===== src/rtl/mem_pkg.sv =====
// Shared definitions for the data-memory access unit: access-size encodings,
// FSM states and the alignment rule.
package mem_pkg;

    localparam logic [1:0] MEM_BYTE = 2'b00;
    localparam logic [1:0] MEM_HALF = 2'b01;
    localparam logic [1:0] MEM_WORD = 2'b10;

    typedef enum logic [1:0] {
        IDLE = 2'b00,
        REQ  = 2'b01,
        DONE = 2'b10
    } state_e;

    // Size code 2'b11 falls into the word case.
    function automatic logic is_misaligned(input logic [1:0] size, input logic [1:0] addr_lo);
        case (size)
            MEM_BYTE: is_misaligned = 1'b0;
            MEM_HALF: is_misaligned = addr_lo[0];
            default:  is_misaligned = (addr_lo != 2'b00);
        endcase
    endfunction

endpackage


===== src/rtl/mem_access_unit_if.sv =====
// Request/acknowledge data bus between the access unit (master) and memory (slave).
interface mem_access_unit_if;

    logic        BusReq;
    logic        BusWr;
    logic [3:0]  BusBe;
    logic [31:0] BusAddr;
    logic [31:0] BusWdata;
    logic        BusAck;
    logic [31:0] BusRdata;

    modport master (
        output BusReq, BusWr, BusBe, BusAddr, BusWdata,
        input  BusAck, BusRdata
    );

    modport slave (
        input  BusReq, BusWr, BusBe, BusAddr, BusWdata,
        output BusAck, BusRdata
    );

endinterface


===== src/rtl/mem_align.sv =====
// Combinational byte-lane logic: store-side enables and replication, load-side
// extraction and extension, and the misalignment flag.
module mem_align
    import mem_pkg::*;
(
    input  logic [1:0]  st_size,
    input  logic [1:0]  st_addr_lo,
    input  logic [31:0] st_wdata,
    output logic [3:0]  st_be,
    output logic [31:0] st_wdata_rep,
    output logic        misaligned,
    input  logic [1:0]  ld_size,
    input  logic [1:0]  ld_addr_lo,
    input  logic        ld_sign,
    input  logic [31:0] ld_rdata,
    output logic [31:0] ld_data
);

    logic [31:0] shifted;

    always_comb begin
        st_be        = 4'b1111;
        st_wdata_rep = st_wdata;
        case (st_size)
            MEM_BYTE: begin
                st_be        = 4'b0001 << st_addr_lo;
                st_wdata_rep = {4{st_wdata[7:0]}};
            end
            MEM_HALF: begin
                st_be        = st_addr_lo[1] ? 4'b1100 : 4'b0011;
                st_wdata_rep = {2{st_wdata[15:0]}};
            end
            default: begin
                st_be        = 4'b1111;
                st_wdata_rep = st_wdata;
            end
        endcase
    end

    assign misaligned = is_misaligned(st_size, st_addr_lo);

    // Little-endian: the addressed byte lane moves down to bit 0.
    always_comb begin
        shifted = ld_rdata >> {ld_addr_lo, 3'b000};
        ld_data = shifted;
        case (ld_size)
            MEM_BYTE: ld_data = {{24{ld_sign & shifted[7]}}, shifted[7:0]};
            MEM_HALF: ld_data = {{16{ld_sign & shifted[15]}}, shifted[15:0]};
            default:  ld_data = shifted;
        endcase
    end

endmodule


===== src/rtl/mem_access_unit.sv =====
// Data-memory access unit: launches one bus transaction per aligned MEM-stage
// access, stalls the pipeline until ack or timeout, and returns aligned load data.
module mem_access_unit
    import mem_pkg::*;
#(
    parameter int MAX_WAIT = 255
) (
    input  logic                clk,
    input  logic                rst,
    input  logic                MemEnM,
    input  logic                MemWriteM,
    input  logic [1:0]          MemSizeM,
    input  logic                MemSignM,
    input  logic [31:0]         ALUOutM,
    input  logic [31:0]         WriteDataM,
    output logic [31:0]         ReadDataM,
    output logic                MemStall,
    output logic                AdEL,
    output logic                AdES,
    output logic                BusErr,
    mem_access_unit_if.master   bus
);

    localparam logic [7:0] WAIT_LAST = 8'(MAX_WAIT - 1);

    state_e      state;
    logic [7:0]  wait_cnt;
    logic [1:0]  addr_lo_q;
    logic [1:0]  size_q;
    logic        sign_q;
    logic [3:0]  st_be;
    logic [31:0] st_wdata_rep;
    logic [31:0] ld_data;
    logic        misaligned;
    logic        trigger;

    mem_align u_align (
        .st_size      (MemSizeM),
        .st_addr_lo   (ALUOutM[1:0]),
        .st_wdata     (WriteDataM),
        .st_be        (st_be),
        .st_wdata_rep (st_wdata_rep),
        .misaligned   (misaligned),
        .ld_size      (size_q),
        .ld_addr_lo   (addr_lo_q),
        .ld_sign      (sign_q),
        .ld_rdata     (bus.BusRdata),
        .ld_data      (ld_data)
    );

    // Exceptions and new launches are only considered from IDLE, so a request
    // still held on the inputs during DONE is not relaunched.
    assign trigger  = (state == IDLE) && MemEnM && !misaligned;
    assign MemStall = trigger || (state == REQ);
    assign AdEL     = (state == IDLE) && MemEnM && misaligned && !MemWriteM;
    assign AdES     = (state == IDLE) && MemEnM && misaligned && MemWriteM;

    always_ff @(posedge clk) begin
        if (rst) begin
            state        <= IDLE;
            wait_cnt     <= 8'd0;
            addr_lo_q    <= 2'b00;
            size_q       <= 2'b00;
            sign_q       <= 1'b0;
            ReadDataM    <= 32'd0;
            BusErr       <= 1'b0;
            bus.BusReq   <= 1'b0;
            bus.BusWr    <= 1'b0;
            bus.BusBe    <= 4'd0;
            bus.BusAddr  <= 32'd0;
            bus.BusWdata <= 32'd0;
        end else begin
            case (state)
                IDLE: begin
                    BusErr <= 1'b0;
                    if (trigger) begin
                        state        <= REQ;
                        wait_cnt     <= 8'd0;
                        addr_lo_q    <= ALUOutM[1:0];
                        size_q       <= MemSizeM;
                        sign_q       <= MemSignM;
                        bus.BusReq   <= 1'b1;
                        bus.BusWr    <= MemWriteM;
                        bus.BusBe    <= st_be;
                        bus.BusAddr  <= {ALUOutM[31:2], 2'b00};
                        bus.BusWdata <= st_wdata_rep;
                    end
                end
                REQ: begin
                    // An ack in the cycle the counter would expire takes priority.
                    if (bus.BusAck) begin
                        state      <= DONE;
                        bus.BusReq <= 1'b0;
                        if (!bus.BusWr) begin
                            ReadDataM <= ld_data;
                        end
                    end else if (wait_cnt == WAIT_LAST) begin
                        state      <= DONE;
                        bus.BusReq <= 1'b0;
                        BusErr     <= 1'b1;
                        ReadDataM  <= 32'd0;
                        wait_cnt   <= wait_cnt + 8'd1;
                    end else begin
                        wait_cnt <= wait_cnt + 8'd1;
                    end
                end
                DONE: begin
                    state  <= IDLE;
                    BusErr <= 1'b0;
                end
                default: begin
                    state      <= IDLE;
                    bus.BusReq <= 1'b0;
                end
            endcase
        end
    end

endmodule


===== src/flat_wrapper.sv =====
// flat-port wrapper written by rule: the top's interface ports become plain ports
module mem_access_unit_flat import mem_pkg::*;
#(
    parameter int MAX_WAIT = 255
)
  (clk, rst, MemEnM, MemWriteM, MemSizeM, MemSignM, ALUOutM, WriteDataM, ReadDataM, MemStall, AdEL, AdES, BusErr, bus_BusReq, bus_BusWr, bus_BusBe, bus_BusAddr, bus_BusWdata, bus_BusAck, bus_BusRdata);
  mem_access_unit_if bus_i ();
  input  logic clk;
  input  logic rst;
  input  logic MemEnM;
  input  logic MemWriteM;
  input  logic [1:0] MemSizeM;
  input  logic MemSignM;
  input  logic [31:0] ALUOutM;
  input  logic [31:0] WriteDataM;
  output logic [31:0] ReadDataM;
  output logic MemStall;
  output logic AdEL;
  output logic AdES;
  output logic BusErr;
  output wire logic [$bits(bus_i.BusReq)-1:0] bus_BusReq;
  output wire logic [$bits(bus_i.BusWr)-1:0] bus_BusWr;
  output wire logic [$bits(bus_i.BusBe)-1:0] bus_BusBe;
  output wire logic [$bits(bus_i.BusAddr)-1:0] bus_BusAddr;
  output wire logic [$bits(bus_i.BusWdata)-1:0] bus_BusWdata;
  input wire logic [$bits(bus_i.BusAck)-1:0] bus_BusAck;
  input wire logic [$bits(bus_i.BusRdata)-1:0] bus_BusRdata;
  assign bus_BusReq = bus_i.BusReq;
  assign bus_BusWr = bus_i.BusWr;
  assign bus_BusBe = bus_i.BusBe;
  assign bus_BusAddr = bus_i.BusAddr;
  assign bus_BusWdata = bus_i.BusWdata;
  assign bus_i.BusAck = bus_BusAck;
  assign bus_i.BusRdata = bus_BusRdata;
  mem_access_unit #(.MAX_WAIT(MAX_WAIT)) u_core (.clk(clk), .rst(rst), .MemEnM(MemEnM), .MemWriteM(MemWriteM), .MemSizeM(MemSizeM), .MemSignM(MemSignM), .ALUOutM(ALUOutM), .WriteDataM(WriteDataM), .ReadDataM(ReadDataM), .MemStall(MemStall), .AdEL(AdEL), .AdES(AdES), .BusErr(BusErr), .bus(bus_i));
endmodule

===== config.mk =====
export PLATFORM = sky130hd
export DESIGN_NAME = mem_access_unit_flat
export DESIGN_NICKNAME = d
export VERILOG_FILES = /design/src/rtl/mem_pkg.sv /design/src/rtl/mem_access_unit_if.sv /design/src/rtl/mem_align.sv /design/src/rtl/mem_access_unit.sv /design/src/flat_wrapper.sv
export SDC_FILE = /design/constraint.sdc
export NUM_CORES = 1
export LEC_CHECK = 0
export BUFFER_PORTS_ARGS = -buffer_cell sky130_fd_sc_hd__buf_2
export CORE_MARGIN = 10
export CORE_UTILIZATION = 48
export CTS_CLUSTER_SIZE = 10
export DETAILED_ROUTE_END_ITERATION = 10
export PLACE_DENSITY_LB_ADDON = 0.12
export SLEW_MARGIN = 25
export SYNTH_ARGS = -nofsm -noshare
export SYNTH_HDL_FRONTEND = slang
export SYNTH_SLANG_ARGS = --single-unit
export TNS_END_PERCENT = 50

===== constraint.sdc =====
create_clock -name clk -period 2.8 [get_ports clk]
set_clock_uncertainty 0.2 [all_clocks]
set_input_delay 0.56 -clock clk [delete_from_list [all_inputs] [get_ports clk]]
set_output_delay 0.56 -clock clk [all_outputs]
set_load 0.01 [all_outputs]

# ---- After elaboration in Yosys (flattened, before gate mapping)
# Cells that the tools add are included.
dict set report word_totals {
  ff_bits 116
  inputBits 104
  output_inout_bits 106
}
dict set report op_classes {
  n_bitwise 3
  addsub 1
  muxes 22
  n_reduce_logical 22
  eq_ne 10
  shift 2
}
# op n
set op_table {}
lappend op_table {{case mux 32 bit (2 select lines)} 2}
lappend op_table {{two-way mux 32 bit} 3}
lappend op_table {{>> shifter 32 x 5 -> 32 bit} 1}
lappend op_table {{two-way mux 8 bit} 2}
lappend op_table {{case mux 8 bit (2 select lines)} 1}
lappend op_table {{AND reduction 3 bit} 4}
lappend op_table {{adder 8 x 1 -> 8 bit (second input constant)} 1}
lappend op_table {{== test 8 bit (second input constant)} 1}
lappend op_table {{case mux 4 bit (2 select lines)} 1}
lappend op_table {{nonzero test 2 bit} 4}
lappend op_table {{== test 2 x 1 -> 1 bit (second input constant)} 3}
lappend op_table {{logical NOT 2 bit} 3}
lappend op_table {{two-way mux 2 bit} 3}
lappend op_table {{!= test 2 bit (second input constant)} 3}
lappend op_table {{logical AND 1 bit} 5}
lappend op_table {{two-way mux 1 bit} 5}
lappend op_table {{two-way mux 4 bit} 1}
lappend op_table {{case mux 1 bit (2 select lines)} 2}
lappend op_table {{case mux 2 bit (2 select lines)} 1}
lappend op_table {{AND reduction 2 bit} 2}
lappend op_table {{<< shifter 1 x 2 -> 4 bit (first input constant)} 1}
lappend op_table {{!= test 3 bit (second input constant)} 1}
lappend op_table {{case mux 1 bit (3 select lines)} 1}
lappend op_table {{AND 1 bit} 2}
lappend op_table {{6 further kinds} 7}

# ---- Logic depth before layout (Yosys ltp)
# Gate-level depths: netlist of run 1.
dict set report depth {
  ltp_word 6
  mapped_depth 7
  mapped_depth_nobuf 6
}

# ---- Modules after synthesis
# Synthesis of run 1 repeated with hierarchy kept, for this count alone.
dict set report hier_totals {
  hier_cells 627
  hier_area_um2 5372.7
}
# mod cells_each instances area_per_inst_um2
set by_module_without_submodules {}
lappend by_module_without_submodules {mem_access_unit 458 1 4093.9}
lappend by_module_without_submodules {mem_align 169 1 1278.7}

# ---- Least setup slack after synthesis of run 1
# Ideal clock, no wire load.
dict set report synth_path {
  path_type {input to register}
  start {in bus_BusRdata[31]}
  end {reg u_core.ReadDataM[23]}
  path_slack_ps 556
  t_required_ps 2480
  path_stages 6
  path_buffers 2
  arrival_time_ps 1925
  path_cell_list {mux4_2 or2_1 and4_4 buf_6 buf_6 a211o_1}
}
dict set report synth_via {
  elab_chain_cells 5
  word_cells_on_any_way 6
}
# element line
set synth_lines {}
lappend synth_lines {{start: declaration} flat_wrapper.sv:27} ;# input wire logic [$bits(bus_i.BusRdata)-1:0] bus_BusRdata;
lappend synth_lines {{>> shifter 32 x 5 -> 32 bit *} mem_align.sv:44} ;# shifted = ld_rdata >> {ld_addr_lo, 3'b000};
lappend synth_lines {{AND 1 bit, on equally long branches} {mem_align.sv:48, mem_align.sv:47}}
lappend synth_lines {{case mux 32 bit (2 select lines) *} mem_align.sv:46} ;# case (ld_size)
lappend synth_lines {{two-way mux 32 bit *} mem_access_unit.sv:94} ;# if (!bus.BusWr) begin
lappend synth_lines {{two-way mux 32 bit *} mem_access_unit.sv:91} ;# if (bus.BusAck) begin
lappend synth_lines {{end signal: assignment} mem_access_unit.sv:95} ;# ReadDataM <= ld_data;
lappend synth_lines {{end: declaration} mem_access_unit.sv:16} ;# output logic [31:0] ReadDataM,
# Every way passes the cells marked *; elsewhere a longest branch is shown, timed or not. The select of a mux whose other input is x is not followed.
# A chain may end at the register's enable or synchronous reset.

# ---- Worst setup path after layout of run 1
dict set report layout_path {
  start {reg u_core.state[1]}
  end {out MemStall}
}
dict set report layout_via {
  elab_chain_cells 4
  word_cells_on_any_way 5
}
# element line
set layout_lines {}
lappend layout_lines {{start: declaration} mem_access_unit.sv:26} ;# state_e state;
lappend layout_lines {{start signal: assignment} mem_access_unit.sv:60} ;# state <= IDLE;
lappend layout_lines {{start signal: assignment} mem_access_unit.sv:77} ;# state <= REQ;
lappend layout_lines {{start signal: assignment} mem_access_unit.sv:92} ;# state <= DONE;
lappend layout_lines {{logical NOT 2 bit} mem_access_unit.sv:53} ;# assign trigger = (state == IDLE) && MemEnM && !misaligned;
lappend layout_lines {{logical AND 1 bit (2 in series)} mem_access_unit.sv:53}
lappend layout_lines {{logical OR 1 bit *} mem_access_unit.sv:54} ;# assign MemStall = trigger || (state == REQ);
lappend layout_lines {{end: declaration} flat_wrapper.sv:17} ;# output logic MemStall;
# Every way passes the cells marked *; elsewhere a longest branch is shown, timed or not.

==> impl_metrics.json, run 1 <==
{
  "htreeDepth": 4,
  "peakVddDrop_uv": 415.2,
  "yosysWarnings": 0,
  "n_fill_cell": 899,
  "max_freq_mhz": 405.9,
  "ys_seq_area_frac": 0.4592,
  "antenna_left": 0,
  "met2_usage": 0.3297,
  "final_area_sq_mm": 0.006765,
  "period_share": 0.8799,
  "ioPinCount": 210,
  "grt_max_degree": 89,
  "crit_family": "simple AND/OR/NAND/NOR gates",
  "status": "finished, final reports clean",
  "insertion_delay_ps": 500,
  "crit_required_ps": 2040,
  "critPathKind": "reg -> out",
  "cts_sinks": 116,
  "use_met1": 0.2327,
  "hold_viol": 0,
  "tightest_slew_ps": 920.4,
  "post_drt_via_cell_ratio": 5.398,
  "io_buffer_count": 207,
  "cts_buffers": 17,
  "synth_edf_count": 0,
  "top_usage_layer": "met2",
  "critPathSlowestCell": "nor3b_1",
  "cts_buffer_depth": 2,
  "crit_chain": "nor3b_1, nand3_2, nand2_1, buf_2",
  "grt_pass1_wl_mm": 24.92,
  "cts_setup_buffers": 0,
  "maxSlewHeadroom": 0.3864,
  "die_w_um": 122.6,
  "ys_types": 46,
  "power_mw": 4.473,
  "synth-main-ff-cell": "dfxtp_1",
  "endpoint_kind": "output port",
  "ctsHoldBuffers": 0,
  "synth_area_sq_mm": 0.005057,
  "antenna_found_initial": 3,
  "initial_core_util": 0.4921,
  "cellPowerDensity_mw_per_mm2": 661.2,
  "syn-instance-count": 585,
  "register_area_sq_mm": 0.002322,
  "min_path_type": "in -> reg",
  "wl_per_cell_um": 17.15,
  "rows": 37,
  "area_delta_synth_final_pct": 33.77,
  "final_common_cell": "buf_2",
  "clkSlewWorstSetupHoldPaths_ps": 60,
  "drt_iter0_drc": 454,
  "layout-drive-gt1-share": 0.3443,
  "tns_ps": 0,
  "cap_violations": 0,
  "totalWireLength_mm": 15.90,
  "die_area_sq_mm": 0.01504,
  "p_leak_nw": 2.964,
  "die_h_um": 122.6,
  "rsz0062_at_grt": "false",
  "mostFrequentLayoutCells": "buf_2 (207), nand2_1 (118), dfxtp_1 (116)",
  "multiInputGateArea_sq_mm": 0.002514,
  "async_flop_share": 0,
  "syn_avg_cell_area_sq_um": 8.645,
  "vias": 5004,
  "dp_hpwl_mm": 11.72,
  "crit_fanout": 9,
  "post_cts_resized": 0,
  "grtUsageTotal": 0.2034,
  "fin_crit_ps": 2464,
  "drt-pass1-iter-count": 5,
  "cpPeakStageDelay_ps": 440,
  "core_area_sq_mm": 0.01028,
  "gp_congestion": 0.8793,
  "final_nets": 883,
  "drc": 0,
  "cts_tree": "built",
  "crit_arrival_ps": 1700,
  "setup_violations": 0,
  "slew_viol_final": 0,
  "startpoint_type": "flip-flop",
  "grt_pass1_vias": 4992,
  "grt_remaining_overflow": 0,
  "synth_seq_cells": 116,
  "clockRootBuffer": "clkbuf_8",
  "use_met3": 0.1033,
  "path_buf_inv": 1,
  "place_area_sq_mm": 0.006163
}
## report_power, final
group	total [mW]	internal (mW)	switching, mW
Clock	2.16	1.40	0.763
Sequential	1.77	1.72	0.0407
Combinational	0.550	0.228	0.322
Total	4.47	3.35	1.13
## cell usage after synthesis, drive strengths merged (2+ instances only)
master	instances	area [sq um]
nand2	118	442.9
dfxtp	116	2322
a21oi	82	410.4
o21ai	33	165.2
nor2	30	112.6
clkbuf	28	105.1
mux2i	25	250.2
buf	19	107.6
a221o	14	140.1
nand3	11	55.05
a211oi	10	75.07
a311oi	10	87.58
o211ai	9	67.56
mux4	8	180.2
a22o	7	61.31
mux2	7	78.83
nand2b	7	43.79
nor3	6	35.03
o31ai	5	37.54
or3	5	31.28
or4	5	37.54
inv	4	15.01
and3	3	18.77
nor2b	3	18.77
ha	2	25.02
nand4	2	12.51
o31a	2	17.52
or2	2	12.52
## worst reg2reg max path: stages (launching register included)
cell and delay, ps:
dfxtp_1 380, nor3b_1 440, and3_2 450, buf_12 270, nor2_1 80, a311oi_1 260
## sequential cells by signal, indices dropped and copies added, names as in the netlist
| name | cells |
|---|---|
| u_core.BusErr | 1 |
| u_core.ReadDataM | 32 |
| u_core.addr_lo_q | 2 |
| u_core.bus.BusAddr | 30 |
| u_core.bus.BusBe | 4 |
| u_core.bus.BusReq | 1 |
| u_core.bus.BusWdata | 32 |
| u_core.bus.BusWr | 1 |
| u_core.sign_q | 1 |
| u_core.size_q | 2 |
| u_core.state | 2 |
| u_core.wait_cnt | 8 |
## kinds of logic (layout without fill, tap and decap cells)
logic type | count (synthesis) | after routing | synth area share
adder cells (fa/ha/maj) | 2 | 2 | 0.004947
multiplexers | 40 | 40 | 0.1007
AND/OR/NAND/NOR | 198 | 198 | 0.1722
flip-flops | 116 | 116 | 0.4592
other | 1 | 3 | 0.0007415
buffers and inverters | 52 | 256 | 0.04577
AO/OA/AOI/OAI | 176 | 176 | 0.2165
## worst paths after layout
kind | startpoint | end | slack (ps) | depth (start not counted)
max | u_core.state[1] | MemStall | 340 | 4
min | ALUOutM[10] | u_core.bus.BusAddr[10] | 90 | 3
max reg2reg | u_core.state[1] | u_core.bus.BusWdata[14] | 620 | 5
min reg2reg | u_core.bus.BusAddr[6] | u_core.bus.BusAddr[6] | 250 | 2
## per-stage QoR
step | std cells | worst slack, ps | util | hold WS [ps]
5_1_grt | 927 | 196.5 | 0.6583 | 78.28
2_1_floorplan | 586 | 555.6 | - | 252.1
6_report | 927 | 336.2 | 0.6583 | 89.75
3_3_place_gp | 894 | 515.6 | 0.5997 | 238.4
4_1_cts | 926 | 322.4 | 0.6580 | 68.70
3_5_place_dp | 894 | 404.9 | 0.5997 | 243.1
## final cells by class
class / instances / area share
multi-input cells: 418 / 0.3716
well taps: 136 / 0.02515
inverters: 5 / 0.002774
clock inverters: 13 / 0.02330
clock buffers: 19 / 0.06529
diodes: 1 / 0.0003699
repair buffers: 219 / 0.1683
flip-flops and latches: 116 / 0.3433
## per-layer routing
layer | vias to the layer above | part of all wire
met5 | - | 0.0016
met4 | 4 | 0.011
li1 | 2484 | -
met2 | 171 | 0.49
met1 | 2329 | 0.39
met3 | 16 | 0.11
No activity file was read; power rests on OpenSTA's default activity.
==> inputs of run 2 (changes only) <==
--- a/config.mk
+++ b/config.mk
@@ -6,7 +6,7 @@
 export NUM_CORES = 1
 export LEC_CHECK = 0
 export BUFFER_PORTS_ARGS = -buffer_cell sky130_fd_sc_hd__buf_2
-export CORE_MARGIN = 10
+export CORE_MARGIN = 1
 export CORE_UTILIZATION = 48
 export CTS_CLUSTER_SIZE = 10
 export DETAILED_ROUTE_END_ITERATION = 10
==> impl_metrics.json, run 2 (synthesis gave the netlist of run 1 again) <==
{
  "ctsHoldBuffers": 0,
  "grt_pass1_vias": 4891,
  "hold_ws_ps": 88.26,
  "cts_buffers": 17,
  "mostFrequentLayoutCells": "buf_2 (207), nand2_1 (118), dfxtp_1 (116)",
  "area_delta_synth_final_pct": 34.49,
  "tightest_slew_ps": 887.2,
  "power_frac_comb": 0.121,
  "fin_crit_ps": 2491,
  "gp_congestion": 0.8261,
  "slew_viol_final": 0,
  "worstReg2RegEnd": "u_core.ReadDataM[20]",
  "critPathKind": "reg -> out",
  "drt-pass1-iter-count": 5,
  "drc": 0,
  "setup_violations": 0,
  "totalWireLength_mm": 14.35,
  "grt_pass1_wl_mm": 23.32,
  "initial_core_util": 0.4921,
  "final_nets": 883,
  "cts_setup_buffers": 0,
  "peakVddDrop_uv": 419.1,
  "min_path_type": "in -> reg",
  "ioPinCount": 210,
  "timing.rr.start": "u_core.wait_cnt[3]",
  "antenna_found_initial": 2,
  "swShare": 0.2386,
  "grtUsageTotal": 0.2651,
  "pwr-share-clk": 0.494,
  "hold_viol": 0,
  "endpoint_kind": "output port",
  "rsz0062_at_grt": "false",
  "htreeDepth": 4,
  "stdcell_count": 926,
  "insertion_delay_ps": 510,
  "vias": 5098,
  "drt_iter0_drc": 264,
  "startpoint_type": "flip-flop",
  "wl_per_cell_um": 15.50,
  "p_sw_mw": 1.093,
  "final_common_cell": "buf_2",
  "layout-drive-gt1-share": 0.3422,
  "die_h_um": 104.6,
  "hold_end": "u_core.bus.BusAddr[23]",
  "crit_fanout": 9,
  "hp-start": "ALUOutM[23]",
  "clkSlewWorstSetupHoldPaths_ps": 60,
  "reg2reg_slack_ps": 730,
  "maxSlewHeadroom": 0.4085,
  "post_cts_resized": 0,
  "die_w_um": 104.6,
  "cts_tree": "built",
  "max_freq_mhz": 401.4,
  "crit_required_ps": 2040,
  "rows": 37,
  "power.internal_mw": 3.486,
  "cap_violations": 0,
  "p_leak_nw": 2.995,
  "r2r_cells": 5,
  "cts_sinks": 116,
  "cellPowerDensity_mw_per_mm2": 673.1,
  "grt_remaining_overflow": 0,
  "period_share": 0.8897,
  "place_area_sq_mm": 0.006176,
  "antenna_left": 0,
  "status": "finished, final reports clean",
  "final_area_sq_mm": 0.006802,
  "post_drt_via_cell_ratio": 5.505,
  "clockRootBuffer": "clkbuf_8",
  "core_area_sq_mm": 0.01028,
  "pwr-share-seq": 0.385,
  "top_regs": "u_core.ReadDataM x32, u_core.bus.BusWdata x32, u_core.bus.BusAddr x30",
  "grt_max_degree": 89,
  "cts_buffer_depth": 2,
  "tns_ps": 0,
  "dp_hpwl_mm": 9.751,
  "fin_ws_ps": 308.8,
  "crit_arrival_ps": 1730,
  "io_buffer_count": 207,
  "pre_cts_slack_ps": 492.8,
  "holdPathStages": 3,
  "dp_cells": 894,
  "die_area_sq_mm": 0.01095
}
## run 2: changes by cell type in the layout (fill, tap and decap cells not counted), sizes merged
cell	delta
bufinv	+1
clkbuf	+3
clkinvlp	-5
## run 2: critical path, cell delays in order, from the launching register on
cell and delay, ps:
dfxtp_1 380, nor3b_1 450, nand3_2 140, nand2_1 110, buf_2 140
## run 2: power by group through the flow
| stage | Sequential [mW] | Clock, mW | Combinational [mW] |
|---|---|---|---|
| CTS | 1.76 | 2.29 | 0.552 |
| finish | 1.76 | 2.26 | 0.552 |
| global route | 1.77 | 2.37 | 0.607 |
| global placement | 1.80 | 0 | 0.536 |
| floorplan | 1.83 | 0 | 0.283 |
| detailed placement | 1.80 | 0 | 0.548 |
## run 2: final cells by class
| class | instances | area [sq um] |
|---|---|---|
| Clock inverter | 9 | 150.1 |
| Tap cell | 136 | 170.2 |
| Clock buffer | 22 | 473.0 |
| Fill cell | 889 | 3476 |
| Inverter | 5 | 18.77 |
| Timing Repair Buffer | 219 | 1151 |
| Sequential cell | 116 | 2322 |
| Multi-Input combinational cell | 418 | 2514 |
| Antenna cell | 1 | 2.502 |
## run 2: worst max path at each step
stage                                start  slack, ps  cells past startpoint              endpoint
after floorplan           bus_BusRdata[31]        560                      6  u_core.ReadDataM[23]
after global placement          ALUOutM[1]        530                      6    u_core.wait_cnt[7]
after detailed placement        bus_BusAck        490                      5  u_core.ReadDataM[28]
after CTS                  u_core.state[1]        290                      4              MemStall
after global routing       u_core.state[1]        150                      4              MemStall
final                      u_core.state[1]        310                      4              MemStall
## run 2: metrics by stage
step | power [mW] | util
detailed placement | 2.345 | 0.6009
global route | 4.754 | 0.6618
global placement | 2.332 | 0.6009
finish | 4.578 | 0.6618
floorplan | 2.111 | -
CTS | 4.608 | 0.6616
## run 2: per-layer routing
layer	up-vias	track usage	share of wire
li1	2483	-	-
met1	2357	0.3102	0.41
met2	225	0.4489	0.49
met3	31	0.08359	0.081
met4	2	0.1076	0.023
met5	-	0	0.00070
